===== src/rtl/cla_seq_pkg.sv =====
// Shared types and constants for the nibble-serial CLA adder sequencer.
package cla_seq_pkg;

  localparam int unsigned NIBBLE_W = 4;

  typedef enum logic [1:0] {
    IDLE,
    RUN,
    DONE
  } cla_seq_state_t;

endpackage


===== src/rtl/CLA_4_bits.sv =====
// 4-bit carry-lookahead adder slice: all carries computed directly from generate/propagate.
module CLA_4_bits (
  input  logic [3:0] A,
  input  logic [3:0] B,
  input  logic       Cin,
  output logic [3:0] Sum,
  output logic       Cout
);

  logic [3:0] w_g;
  logic [3:0] w_p;
  logic [4:0] w_c;

  assign w_g = A & B;
  assign w_p = A ^ B;

  assign w_c[0] = Cin;
  assign w_c[1] = w_g[0] | (w_p[0] & Cin);
  assign w_c[2] = w_g[1] | (w_p[1] & w_g[0]) | (w_p[1] & w_p[0] & Cin);
  assign w_c[3] = w_g[2] | (w_p[2] & w_g[1]) | (w_p[2] & w_p[1] & w_g[0])
                | (w_p[2] & w_p[1] & w_p[0] & Cin);
  assign w_c[4] = w_g[3] | (w_p[3] & w_g[2]) | (w_p[3] & w_p[2] & w_g[1])
                | (w_p[3] & w_p[2] & w_p[1] & w_g[0])
                | (w_p[3] & w_p[2] & w_p[1] & w_p[0] & Cin);

  assign Sum  = w_p ^ w_c[3:0];
  assign Cout = w_c[4];

endmodule


===== src/rtl/cla_serial_adder_ctrl.sv =====
// WIDTH-bit adder built from one CLA_4_bits slice, one nibble per clock, LSB first.
// Define CLA_SEQ_OVF_EN to add the registered signed-overflow output ovf.
module cla_serial_adder_ctrl
  import cla_seq_pkg::*;
#(
  parameter int unsigned WIDTH = 16
) (
  input  logic             clk,
  input  logic             rst_n,
  input  logic             in_valid,
  output logic             in_ready,
  input  logic [WIDTH-1:0] a,
  input  logic [WIDTH-1:0] b,
  input  logic             cin,
  output logic             out_valid,
  input  logic             out_ready,
  output logic [WIDTH-1:0] sum,
  output logic             cout,
`ifdef CLA_SEQ_OVF_EN
  output logic             ovf,
`endif
  output logic             busy
);

  localparam int unsigned NIBBLES = WIDTH / NIBBLE_W;
  localparam int unsigned IDX_W   = (NIBBLES > 1) ? $clog2(NIBBLES) : 1;
  localparam int unsigned OFS_W   = IDX_W + $clog2(NIBBLE_W);
  localparam logic [IDX_W-1:0] LAST_IDX = IDX_W'(NIBBLES - 1);

  if (((WIDTH % NIBBLE_W) != 0) || (WIDTH < 8)) begin : g_width_check
    $error("cla_serial_adder_ctrl: WIDTH must be a multiple of 4 and >= 8");
  end

  cla_seq_state_t r_state, w_state_next;
  logic [IDX_W-1:0] r_idx, w_idx_next;
  logic             r_carry, w_carry_next;
  logic [WIDTH-1:0] r_a, w_a_next;
  logic [WIDTH-1:0] r_b, w_b_next;
  logic [WIDTH-1:0] r_sum, w_sum_next;
  logic             r_cout, w_cout_next;

  logic [OFS_W-1:0]    w_ofs;
  logic [NIBBLE_W-1:0] w_a_nib;
  logic [NIBBLE_W-1:0] w_b_nib;
  logic [NIBBLE_W-1:0] w_nib_sum;
  logic                w_nib_cout;

  assign w_ofs   = OFS_W'(r_idx) << $clog2(NIBBLE_W);
  assign w_a_nib = r_a[w_ofs +: NIBBLE_W];
  assign w_b_nib = r_b[w_ofs +: NIBBLE_W];

  CLA_4_bits u_cla (
    .A    (w_a_nib),
    .B    (w_b_nib),
    .Cin  (r_carry),
    .Sum  (w_nib_sum),
    .Cout (w_nib_cout)
  );

`ifdef CLA_SEQ_OVF_EN
  logic r_ovf, w_ovf_next;
  logic w_msb_cin;

  // Carry into the top bit of the slice, recovered from the sum bit and its operands.
  assign w_msb_cin = w_nib_sum[NIBBLE_W-1] ^ w_a_nib[NIBBLE_W-1] ^ w_b_nib[NIBBLE_W-1];
  assign ovf       = r_ovf;
`endif

  always_comb begin
    w_state_next = r_state;
    w_idx_next   = r_idx;
    w_carry_next = r_carry;
    w_a_next     = r_a;
    w_b_next     = r_b;
    w_sum_next   = r_sum;
    w_cout_next  = r_cout;
`ifdef CLA_SEQ_OVF_EN
    w_ovf_next   = r_ovf;
`endif
    case (r_state)
      IDLE: begin
        if (in_valid) begin
          w_a_next     = a;
          w_b_next     = b;
          w_carry_next = cin;
          w_idx_next   = '0;
          w_sum_next   = '0;
          w_state_next = RUN;
        end
      end
      RUN: begin
        w_sum_next[w_ofs +: NIBBLE_W] = w_nib_sum;
        w_carry_next = w_nib_cout;
        w_idx_next   = r_idx + 1'b1;
        if (r_idx == LAST_IDX) begin
          w_cout_next  = w_nib_cout;
          w_idx_next   = '0;
          w_state_next = DONE;
`ifdef CLA_SEQ_OVF_EN
          w_ovf_next   = w_msb_cin ^ w_nib_cout;
`endif
        end
      end
      DONE: begin
        if (out_ready) begin
          w_state_next = IDLE;
        end
      end
      default: w_state_next = IDLE;
    endcase
  end

  always_ff @(posedge clk or negedge rst_n) begin
    if (!rst_n) begin
      r_state <= IDLE;
      r_idx   <= '0;
      r_carry <= 1'b0;
      r_a     <= '0;
      r_b     <= '0;
      r_sum   <= '0;
      r_cout  <= 1'b0;
`ifdef CLA_SEQ_OVF_EN
      r_ovf   <= 1'b0;
`endif
    end else begin
      r_state <= w_state_next;
      r_idx   <= w_idx_next;
      r_carry <= w_carry_next;
      r_a     <= w_a_next;
      r_b     <= w_b_next;
      r_sum   <= w_sum_next;
      r_cout  <= w_cout_next;
`ifdef CLA_SEQ_OVF_EN
      r_ovf   <= w_ovf_next;
`endif
    end
  end

  assign in_ready  = (r_state == IDLE);
  assign out_valid = (r_state == DONE);
  assign busy      = (r_state != IDLE);
  assign sum       = r_sum;
  assign cout      = r_cout;

endmodule


===== config.mk =====
export PLATFORM = sky130hd
export DESIGN_NAME = cla_serial_adder_ctrl
export DESIGN_NICKNAME = d
export VERILOG_FILES = /design/src/rtl/cla_seq_pkg.sv /design/src/rtl/CLA_4_bits.sv /design/src/rtl/cla_serial_adder_ctrl.sv
export SDC_FILE = /design/constraint.sdc
export NUM_CORES = 1
export LEC_CHECK = 0
export ABC_AREA = 1
export CORE_ASPECT_RATIO = 2
export CORE_MARGIN = 5
export CORE_UTILIZATION = 45
export DETAILED_ROUTE_END_ITERATION = 6
export PLACE_DENSITY = 0.76
export SLEW_MARGIN = 15
export SYNTH_ARGS = -nofsm -noshare
export SYNTH_HDL_FRONTEND = slang
export SYNTH_SLANG_ARGS = --single-unit

===== constraint.sdc =====
create_clock -name clk -period 2.45 [get_ports clk]
set_input_delay 0.49 -clock clk [delete_from_list [all_inputs] [get_ports clk]]
set_output_delay 0.49 -clock clk [all_outputs]
set_load 0.02 [all_outputs]

==> impl_metrics.ini <==
[clock_network]
clk_path_buf_depth = 2
root_buffer = clkbuf_16
insertion_delay_ps = 290
cts_tree = done
htreeDepth = 2
clk_pin_slew_ps = 70
clkSinkCount = 54
numCtsBuffers = 5

[synth]
syn_area_um2 = 2620
synthAdderAreaFrac_pct = 5.062
synth_top_area_share_pct = 51.58
synthXorXnorAreaFrac_pct = 1.003
synth-compound-area-share_pct = 8.500
synth_seq_area_share_pct = 51.58
synth.area.top_cells = dfrtp_1, nand2_1, o21ai_0, ha_1, nor2_1
synth_top_family_by_area = simple AND/OR/NAND/NOR gates
async_flop_share_pct = 100.0
synth.mux.area_fraction_pct = 0
syn_inst = 322
syn-num-nets = 369
syn_area_per_cell_um2 = 8.137
yosysMostFrequentCell = nand2_1
yosys_register_bits = 54
yosysWarnings = 0
synth_area_leader_cell = dfrtp_1
ys_types = 22
synthSimpleGateAreaFrac_pct = 27.03
synth_common_cells = nand2_1, dfrtp_1, o21ai_0
synthFlopType = dfrtp_1
synth_edf_count = 0

[layout]
num-nets-final = 430
syn_to_final_growth_pct = 29.42
post-route-util_pct = 59.39
final_area_um2 = 3391
antennaDiodeCount = 0
drive_gt1_share_pct = 7.050

[sta]
max_freq_mhz = 432.4
rsz0062_at_grt = yes
finalClockSkew_ps = 7.172
tightestPinTransition_ps = 554.7
post-route-min-period_ps = 2313
finalSetupViolCount = 0
slew_headroom_pct = 63.02
drv_slew = 0
finalCritPeriodShare_pct = 94.39
hold_viol = 0

[setup_path]
cp_slowest_cell = dfrtp_1
path_cells = clkinvlp_4 -> buf_4 -> nor2_1 -> o22ai_1 -> ha_1 -> nand2_1 -> nand2_1 -> nor2_1 -> nand2_1 -> nand2_2 -> nand3_1 -> nor2_1 -> nand2_1 -> nand2_1
cp-endpoint = sum[7]$_DFFE_PN0P_
crit_type = flip-flop to flip-flop
crit_fanout = 16
startpoint_type = flip-flop
critPathCaptureType = flip-flop
cp-startpoint = r_idx[0]$_DFFE_PN0P_
rrSetupSlack_ps = 140
cp.arrival_ps = 2550
r2r_end = sum[7]$_DFFE_PN0P_
critPathMaxStageDelay_ps = 390
cp_common_cell = nand2_1
worstReg2RegStart = r_idx[0]$_DFFE_PN0P_
reg2reg_depth = 14
critPathRequiredTime_ps = 2680

[grt]
grt_pass1_vias = 2351
grt-ovfl-total = 0
grt_pass1_wl_mm = 10.27
grt_max_degree = 33
antenna_found_initial = 0
grtUsageTotal_pct = 17.13

[detailed_routing]
avgRoutedWirePerCell_um = 13.96
dr.pass1.iters = 4
vias = 2294
ant_nets = 0
drtIter0Drc = 120
wirelength_mm = 6.197
via_per_inst = 5.167
drc = 0

[pwr]
leakagePower_nw = 1.708
peakVddDrop_mv = 1.031
power_density_nw_per_um2 = 1464
power_mw = 4.965

[flow_run]
drv_cap = 0

[placement]
io_buffers = 56
dpl.hpwl_mm = 4.782
routabilityCongestion = 0.9174
post_dp_cell_area_um2 = 3227

[worst_hold_path]
min_path_type = primary input to async pin

[die]
die-width_um = 63.96
dieArea_um2 = 7541
die_y_um = 117.9
rows = 39
ios = 57
fp.coreArea_um2 = 5709
start_util_pct = 45.89

[status]
status = finished, final reports clean
==> kinds of logic (layout without fill, tap and decap cells) <==
logic type	Yosys count	count (layout)
flip-flops	54	54
adder cells (fa/ha/maj)	10	10
buffers and inverters	37	98
AND/OR/NAND/NOR	178	178
AO/OA/AOI/OAI	40	40
XOR/XNOR	3	3
==> critical path: cells and delay by family, from the launching register on <==
kind / cells / cell delay [ps]
AO/OA/AOI/OAI: 1 / 100
flip-flops: 1 / 390
adder cells (fa/ha/maj): 1 / 380
AND/OR/NAND/NOR: 10 / 930
buffers and inverters: 2 / 470
==> layer usage <==
metal  track usage, %  vias up  routed length (um)  share of wire (%)
li1                 -     1140                   -                  -
met1            16.54     1077                2147                 35
met2            31.74       59                3522                 57
met3            3.152       18                 251                4.1
met4            10.27        0                 276                4.5
met5                0        -                   0                  0
==> power breakdown <==
part	switching, mW	internal, mW	leakage [nW]
Combinational	1.72	1.06	0.952
Clock	0.288	0.374	0.0640
Sequential	0.252	1.28	0.692
Total	2.26	2.71	1.71
==> worst min-delay path by stage <==
stage | cells after the start | slack [ps] | end | startpoint
after floorplan | 0 | 190 | cout$_DFFE_PN0P_ | rst_n
after global placement | 2 | 460 | r_b[5]$_DFFE_PN0P_ | r_b[5]$_DFFE_PN0P_
after detailed placement | 2 | 460 | r_a[11]$_DFFE_PN0P_ | r_a[11]$_DFFE_PN0P_
after CTS | 1 | 200 | r_idx[0]$_DFFE_PN0P_ | rst_n
after global routing | 1 | 240 | r_a[4]$_DFFE_PN0P_ | rst_n
final | 1 | 190 | r_a[4]$_DFFE_PN0P_ | rst_n
==> cells in the final DEF (no fill, tap or decap), types with 2 or more instances in the layout <==
cell type	n
o22ai_2	2
nand4_1	2
inv_2	3
o21ai_0	24
nand2_1	135
nor2_1	23
dfrtp_1	54
nor2_2	2
ha_1	9
o22ai_1	10
xor2_1	2
inv_1	21
o31ai_1	3
nand2_2	2
clkdlybuf4s50_1	55
clkbuf_16	5
buf_4	10
nand3_1	13
clkbuf_1	2
==> cell type report <==
| class | count | area [um^2] |
|---|---|---|
| Clock buffer | 7 | 132.6 |
| Fill cell | 507 | 2318 |
| Inverter | 25 | 97.59 |
| Multi-Input combinational cell | 231 | 1102 |
| Sequential cell | 54 | 1351 |
| Tap cell | 61 | 76.32 |
| Timing Repair Buffer | 66 | 630.6 |
==> registers in the layout (all words and copies together), names as in the netlist <==
name     cells
r_a         16
r_b         16
sum         16
r_idx        2
r_state      2
cout         1
r_carry      1
==> per-stage QoR <==
stage | std cells | TNS, ps | hold WS (ps) | worst slack (ps)
after detailed placement | 435 | 0 | 464.5 | 147.1
after floorplan | 322 | 0 | 194.4 | 448.4
after global routing | 444 | -15.80 | 241.5 | -15.80
after CTS | 442 | 0 | 201.0 | 127.7
after global placement | 435 | 0 | 459.6 | 186.0
final | 444 | 0 | 188.7 | 137.3
==> timing repair <==
item	in CTS	in global routing
setup endpoints to repair	0	2
resized for setup	0	3
setup buffers	0	2
hold buffers	0	0
(Power assumes the default switching activity.)
